**src/rtl/seq1010_pkg.sv**
```systemverilog
// Shared types and constants for the 1010-framed serial transmitter.
// Optional feature macro: SEQ1010_TX_PARITY_EN (appends an even-parity bit).
package seq1010_pkg;

    // Frame phases; PARITY is only reachable when the parity bit is enabled.
    typedef enum logic [2:0] {
        IDLE,
        SYNC,
        DATA,
        PARITY,
        GAP
    } tx_state_e;

    localparam logic [3:0] SYNC_PATTERN = 4'b1010;
    localparam int         SYNC_LEN     = 4;

    // Sync bit for position idx (0 = first on the line); the pattern goes out MSB first.
    function automatic logic sync_bit(input logic [1:0] idx);
        logic [1:0] pos;
        pos = ~idx;
        return SYNC_PATTERN[pos];
    endfunction

    function automatic int max3(input int a, input int b, input int c);
        int m;
        m = (a > b) ? a : b;
        return (m > c) ? m : c;
    endfunction

endpackage

```
**src/rtl/seq1010_frame_tx_shift_reg.sv**
```systemverilog
// Payload shifter: parallel load, MSB-first left shift; the MSB is the next payload bit.
module tx_shift_reg
    import seq1010_pkg::*;
#(
    parameter int DATA_W = 8
) (
    input  logic              clk,
    input  logic              reset_n,
    input  logic              load,
    input  logic              shift,
    input  logic [DATA_W-1:0] d,
    output logic              msb
);

    logic [DATA_W-1:0] sr;

    // Load wins over shift; the two never coincide in normal operation.
    always_ff @(posedge clk or negedge reset_n) begin
        if (!reset_n)   sr <= '0;
        else if (load)  sr <= d;
        else if (shift) sr <= sr << 1;
    end

    assign msb = sr[DATA_W-1];

endmodule

```
**src/rtl/seq1010_frame_tx.sv**
```systemverilog
// Serial frame transmitter: sync 1010, then payload MSB first, then idle gap.
// Optional feature macro: SEQ1010_TX_PARITY_EN adds one even-parity bit after
// the payload and moves `done` onto it.
// Every output is registered from next-state values, so the bit shown on `out`
// always belongs to the state currently held in `state`.
module seq1010_frame_tx
    import seq1010_pkg::*;
#(
    parameter int DATA_W  = 8,
    parameter int GAP_LEN = 2
) (
    input  logic              clk,
    input  logic              reset_n,
    input  logic              in_valid,
    input  logic [DATA_W-1:0] in_data,
    output logic              in_ready,
    output logic              out,
    output logic              out_valid,
    output logic              done
);

    // Wide enough for the payload count; widened if the sync or gap count needs more.
    localparam int CNT_W = max3($clog2(DATA_W + 1), $clog2(GAP_LEN + 1), $clog2(SYNC_LEN + 1));
    localparam logic [CNT_W-1:0] SYNC_LAST = CNT_W'(SYNC_LEN - 1);
    localparam logic [CNT_W-1:0] DATA_LAST = CNT_W'(DATA_W - 1);
    localparam logic [CNT_W-1:0] GAP_LAST  = CNT_W'((GAP_LEN > 0) ? GAP_LEN - 1 : 0);

    // State after the last frame bit: the gap, or IDLE when no gap is configured.
    localparam tx_state_e POST_FRAME = (GAP_LEN > 0) ? GAP : IDLE;

    tx_state_e        state, state_n;
    logic [CNT_W-1:0] cnt, cnt_n;
    logic             out_n, ov_n, done_n;
    logic             load, shift, sr_msb;

`ifdef SEQ1010_TX_PARITY_EN
    logic par_q;

    // Even parity of the accepted word, captured at the handshake.
    always_ff @(posedge clk or negedge reset_n) begin
        if (!reset_n)  par_q <= 1'b0;
        else if (load) par_q <= ^in_data;
    end
`endif

    tx_shift_reg #(.DATA_W(DATA_W)) u_sr (
        .clk     (clk),
        .reset_n (reset_n),
        .load    (load),
        .shift   (shift),
        .d       (in_data),
        .msb     (sr_msb)
    );

    // State, counter and registered outputs.
    always_ff @(posedge clk or negedge reset_n) begin
        if (!reset_n) begin
            state     <= IDLE;
            cnt       <= '0;
            out       <= 1'b0;
            out_valid <= 1'b0;
            done      <= 1'b0;
            in_ready  <= 1'b1;
        end else begin
            state     <= state_n;
            cnt       <= cnt_n;
            out       <= out_n;
            out_valid <= ov_n;
            done      <= done_n;
            in_ready  <= (state_n == IDLE);
        end
    end

    // Next state / counter, then the line value that the next state puts on `out`.
    always_comb begin
        state_n = state;
        cnt_n   = cnt;
        out_n   = 1'b0;
        ov_n    = 1'b0;
        done_n  = 1'b0;
        load    = 1'b0;
        shift   = 1'b0;

        case (state)
            IDLE: begin
                if (in_valid) begin
                    state_n = SYNC;
                    cnt_n   = '0;
                    load    = 1'b1;
                end
            end
            SYNC: begin
                if (cnt == SYNC_LAST) begin
                    state_n = DATA;
                    cnt_n   = '0;
                end else begin
                    cnt_n = cnt + 1'b1;
                end
            end
            DATA: begin
                if (cnt == DATA_LAST) begin
`ifdef SEQ1010_TX_PARITY_EN
                    state_n = PARITY;
`else
                    state_n = POST_FRAME;
`endif
                    cnt_n = '0;
                end else begin
                    cnt_n = cnt + 1'b1;
                end
            end
`ifdef SEQ1010_TX_PARITY_EN
            PARITY: begin
                state_n = POST_FRAME;
                cnt_n   = '0;
            end
`endif
            GAP: begin
                if (cnt == GAP_LAST) begin
                    state_n = IDLE;
                    cnt_n   = '0;
                end else begin
                    cnt_n = cnt + 1'b1;
                end
            end
            default: begin
                state_n = IDLE;
                cnt_n   = '0;
            end
        endcase

        case (state_n)
            SYNC: begin
                ov_n  = 1'b1;
                out_n = sync_bit(cnt_n[1:0]);
            end
            DATA: begin
                // Present the current MSB and advance so the next bit is ready.
                ov_n  = 1'b1;
                out_n = sr_msb;
                shift = 1'b1;
`ifndef SEQ1010_TX_PARITY_EN
                done_n = (cnt_n == DATA_LAST);
`endif
            end
`ifdef SEQ1010_TX_PARITY_EN
            PARITY: begin
                ov_n   = 1'b1;
                out_n  = par_q;
                done_n = 1'b1;
            end
`endif
            default: ;
        endcase
    end

endmodule
```
**config.mk**
```make
export PLATFORM = sky130hd
export DESIGN_NAME = seq1010_frame_tx
export DESIGN_NICKNAME = d
export VERILOG_FILES = /design/src/rtl/seq1010_pkg.sv /design/src/rtl/seq1010_frame_tx_shift_reg.sv /design/src/rtl/seq1010_frame_tx.sv
export SDC_FILE = /design/constraint.sdc
export NUM_CORES = 1
export LEC_CHECK = 0
export ABC_CLOCK_PERIOD_IN_PS = 4800
export CAP_MARGIN = 10
export CORE_ASPECT_RATIO = 1.4
export CORE_MARGIN = 1
export CORE_UTILIZATION = 33
export CTS_BUF_LIST = sky130_fd_sc_hd__clkbuf_16
export DETAILED_ROUTE_END_ITERATION = 12
export MAX_ROUTING_LAYER = met4
export SLEW_MARGIN = 20
export SYNTH_ARGS = -nofsm -noshare
export SYNTH_HDL_FRONTEND = slang
export SYNTH_SLANG_ARGS = --single-unit
```
**constraint.sdc**
```tcl
create_clock -name clk -period 4.8 [get_ports clk]
set_input_delay 0.48 -clock clk [delete_from_list [all_inputs] [get_ports clk]]
set_output_delay 0.48 -clock clk [all_outputs]
set_load 0.02 [all_outputs]
```
==> impl_metrics.json <==
{
  "yosys_warnings": 0,
  "ys_types": 36,
  "hold_slack_ns": 0.5115,
  "ctsRootBufferMaster": "clkbuf_16",
  "regArea_um2": 476.7,
  "die_w_um": 47.70,
  "floorplan.rows": 22,
  "diodes": 0,
  "relSlewSlack": 0.4473,
  "final_cells": 136,
  "hold_class": "reg2reg",
  "clkTransAtPathRegs_ns": 0.05,
  "routed_via_density": 5.228,
  "final_area_mm2": 0.001210,
  "cp_data_arrival_time_ns": 1.99,
  "utilization": 0.4485,
  "worst_slack_ns": 2.947,
  "grt_max_degree": 20,
  "synth_edf_count": 0,
  "syn_avg_cell_area_um2": 11.48,
  "cts_resized": 0,
  "ctsLongestPathBuffers": 2,
  "setup_violations": 0,
  "layout-drive-gt1-share": 0.1700,
  "drc": 0,
  "drtIter0Drc": 12,
  "fin_crit_ns": 1.853,
  "start_util": 0.3576,
  "finalCritPeriodShare": 0.3861,
  "fillers": 279,
  "yosys.area.top_type": "dfrtp_1",
  "clk_latency_ns": 0.25,
  "place_inst": 132,
  "grt_remaining_overflow": 0,
  "end_kind": "register",
  "finalClockSkew_ns": 0.001392,
  "core_area_mm2": 0.002698,
  "rsz0062_at_grt": "false",
  "dpl.hpwl_mm": 1.441,
  "dr.pass1.iters": 4,
  "antenna_found_initial": 0,
  "syn-num-nets": 97,
  "cp_max_fo": 7,
  "syn2layout_area_growth_pct": 25.42,
  "total_power_mw": 0.8052,
  "gp_congestion": 0.7690,
  "htreeDepth": 1,
  "syn-cell-area_um2": 964.7,
  "dp_slack_ns": 2.797,
  "wl_mm": 1.983,
  "first_global_vias": 730,
  "outcome": "finished clean",
  "port_buffers": 14,
  "leakage_nw": 0.5348,
  "grt_pass1_wl_mm": 3.243,
  "maxCapViolCount": 0,
  "multi_input_area_um2": 456.7,
  "syn_inst": 84,
  "power_density_mw_per_mm2": 665.5,
  "post_drt_wl_per_cell_um": 14.58,
  "yosys_register_bits": 19,
  "dieArea_mm2": 0.003147,
  "cts-hold-fix-buffers": 0,
  "ys_seq_area_frac": 0.4942,
  "final_common_cell": "dfrtp_1",
  "worstPathRequired_ns": 4.93,
  "cts_tree": "yes",
  "synth-async-reset-ratio": 1.000,
  "start_kind": "register",
  "most-common-layout-cells": "18 x dfrtp_1, 14 x clkdlybuf4s50_1, 8 x and3_1, 7 x a221o_1, 6 x nand2_1",
  "vias": 711,
  "hold_violations": 0,
  "synth_area_leaders": "dfrtp_1 47%, a221o_1 7.3%, and3_1 5.2%",
  "vdd_drop_max_v": 0.0002242,
  "synthFlopType": "dfrtp_1",
  "tightest_slew_ns": 0.8264,
  "fin_setup_tns_ns": 0,
  "fp.dieH_um": 65.98,
  "yosysTopAreaCellShare": 0.4669,
  "worstSetupPathType": "reg2reg",
  "fin_nets": 114,
  "cts_setup_buffers": 0,
  "cts_buffers": 3,
  "timing.fmax_ghz": 0.5396,
  "ioPinCount": 15,
  "slew_violations": 0,
  "antenna_left": 0,
  "dpl_cell_area_mm2": 0.001130,
  "grt_usage": 0.1592,
  "clock_sinks": 19
}
-- report_power, final --
group,switching (mW),total (mW),internal [mW]
Clock,0.0592,0.171,0.112
Combinational,0.171,0.336,0.166
Sequential,0.0646,0.298,0.233
-- critical path, stage by stage, from the launching register on --
cell and delay [ns]:
dfrtp_1 0.42, ha_1 0.24, or3b_4 0.43, o2bb2ai_2 0.19, a21oi_2 0.14, a221o_1 0.32
-- worst paths after layout --
path	start	endpoint	slack, ns	cells after the start
worst max-delay path	cnt[0]$_DFF_PN0_	u_sr.sr[4]$_DFFE_PN0P_	2.95	5
worst min-delay path	u_sr.sr[7]$_DFFE_PN0P_	out$_DFF_PN0_	0.51	1
worst max register to register	cnt[0]$_DFF_PN0_	u_sr.sr[4]$_DFFE_PN0P_	2.95	5
worst min register to register	u_sr.sr[7]$_DFFE_PN0P_	out$_DFF_PN0_	0.51	1
max in group asynchronous	reset_n	out$_DFF_PN0_	3.58	1
min in group asynchronous	reset_n	u_sr.sr[2]$_DFFE_PN0P_	0.70	1
-- synth_stat cells, types with 2 or more instances --
cell type  number
a21oi_1         4
nand2b_1        3
inv_1           3
ha_1            2
a21oi_2         2
o21ai_0         3
a221o_1         7
nor2b_1         2
nand2_1         6
a21o_1          2
dfrtp_1        18
and3_1          8
-- routing by layer --
| metal | GRT usage | vias to the layer above | routed length, µm |
|---|---|---|---|
| li1 | - | 346 | - |
| met1 | 0.1564 | 346 | 818 |
| met3 | 0.04918 | 5 | 82 |
| met5 | - | - | 0 |
| met4 | 0.09375 | 0 | 51 |
| met2 | 0.2618 | 14 | 1031 |
-- flip-flops by register name, indices dropped and copies added, names as in the netlist --
name and flops:
state 3, in_ready 1, out 1, out_valid 1, u_sr.sr 8, done 1
cnt 4
-- area by class of cell --
cell class	count	share of cell area
flip-flops and latches	19	0.3940
multi-input cells	60	0.3775
repair buffers	14	0.1158
clock buffers	3	0.06205
well taps	36	0.03723
inverters	3	0.009307
clock inverters	1	0.004137
-- cells by family (layout without fill, tap and decap cells) --
family                   after synthesis  after routing  share of synthesized area
AO/OA/AOI/OAI                         24             24                     0.2075
XOR/XNOR                               1              1                   0.009081
adder cells (fa/ha/maj)                2              2                    0.02594
buffers and inverters                  5             21                    0.03242
flip-flops                            19             19                     0.4942
AND/OR/NAND/NOR                       33             33                     0.2309
Power figures use the tool's default switching activity.
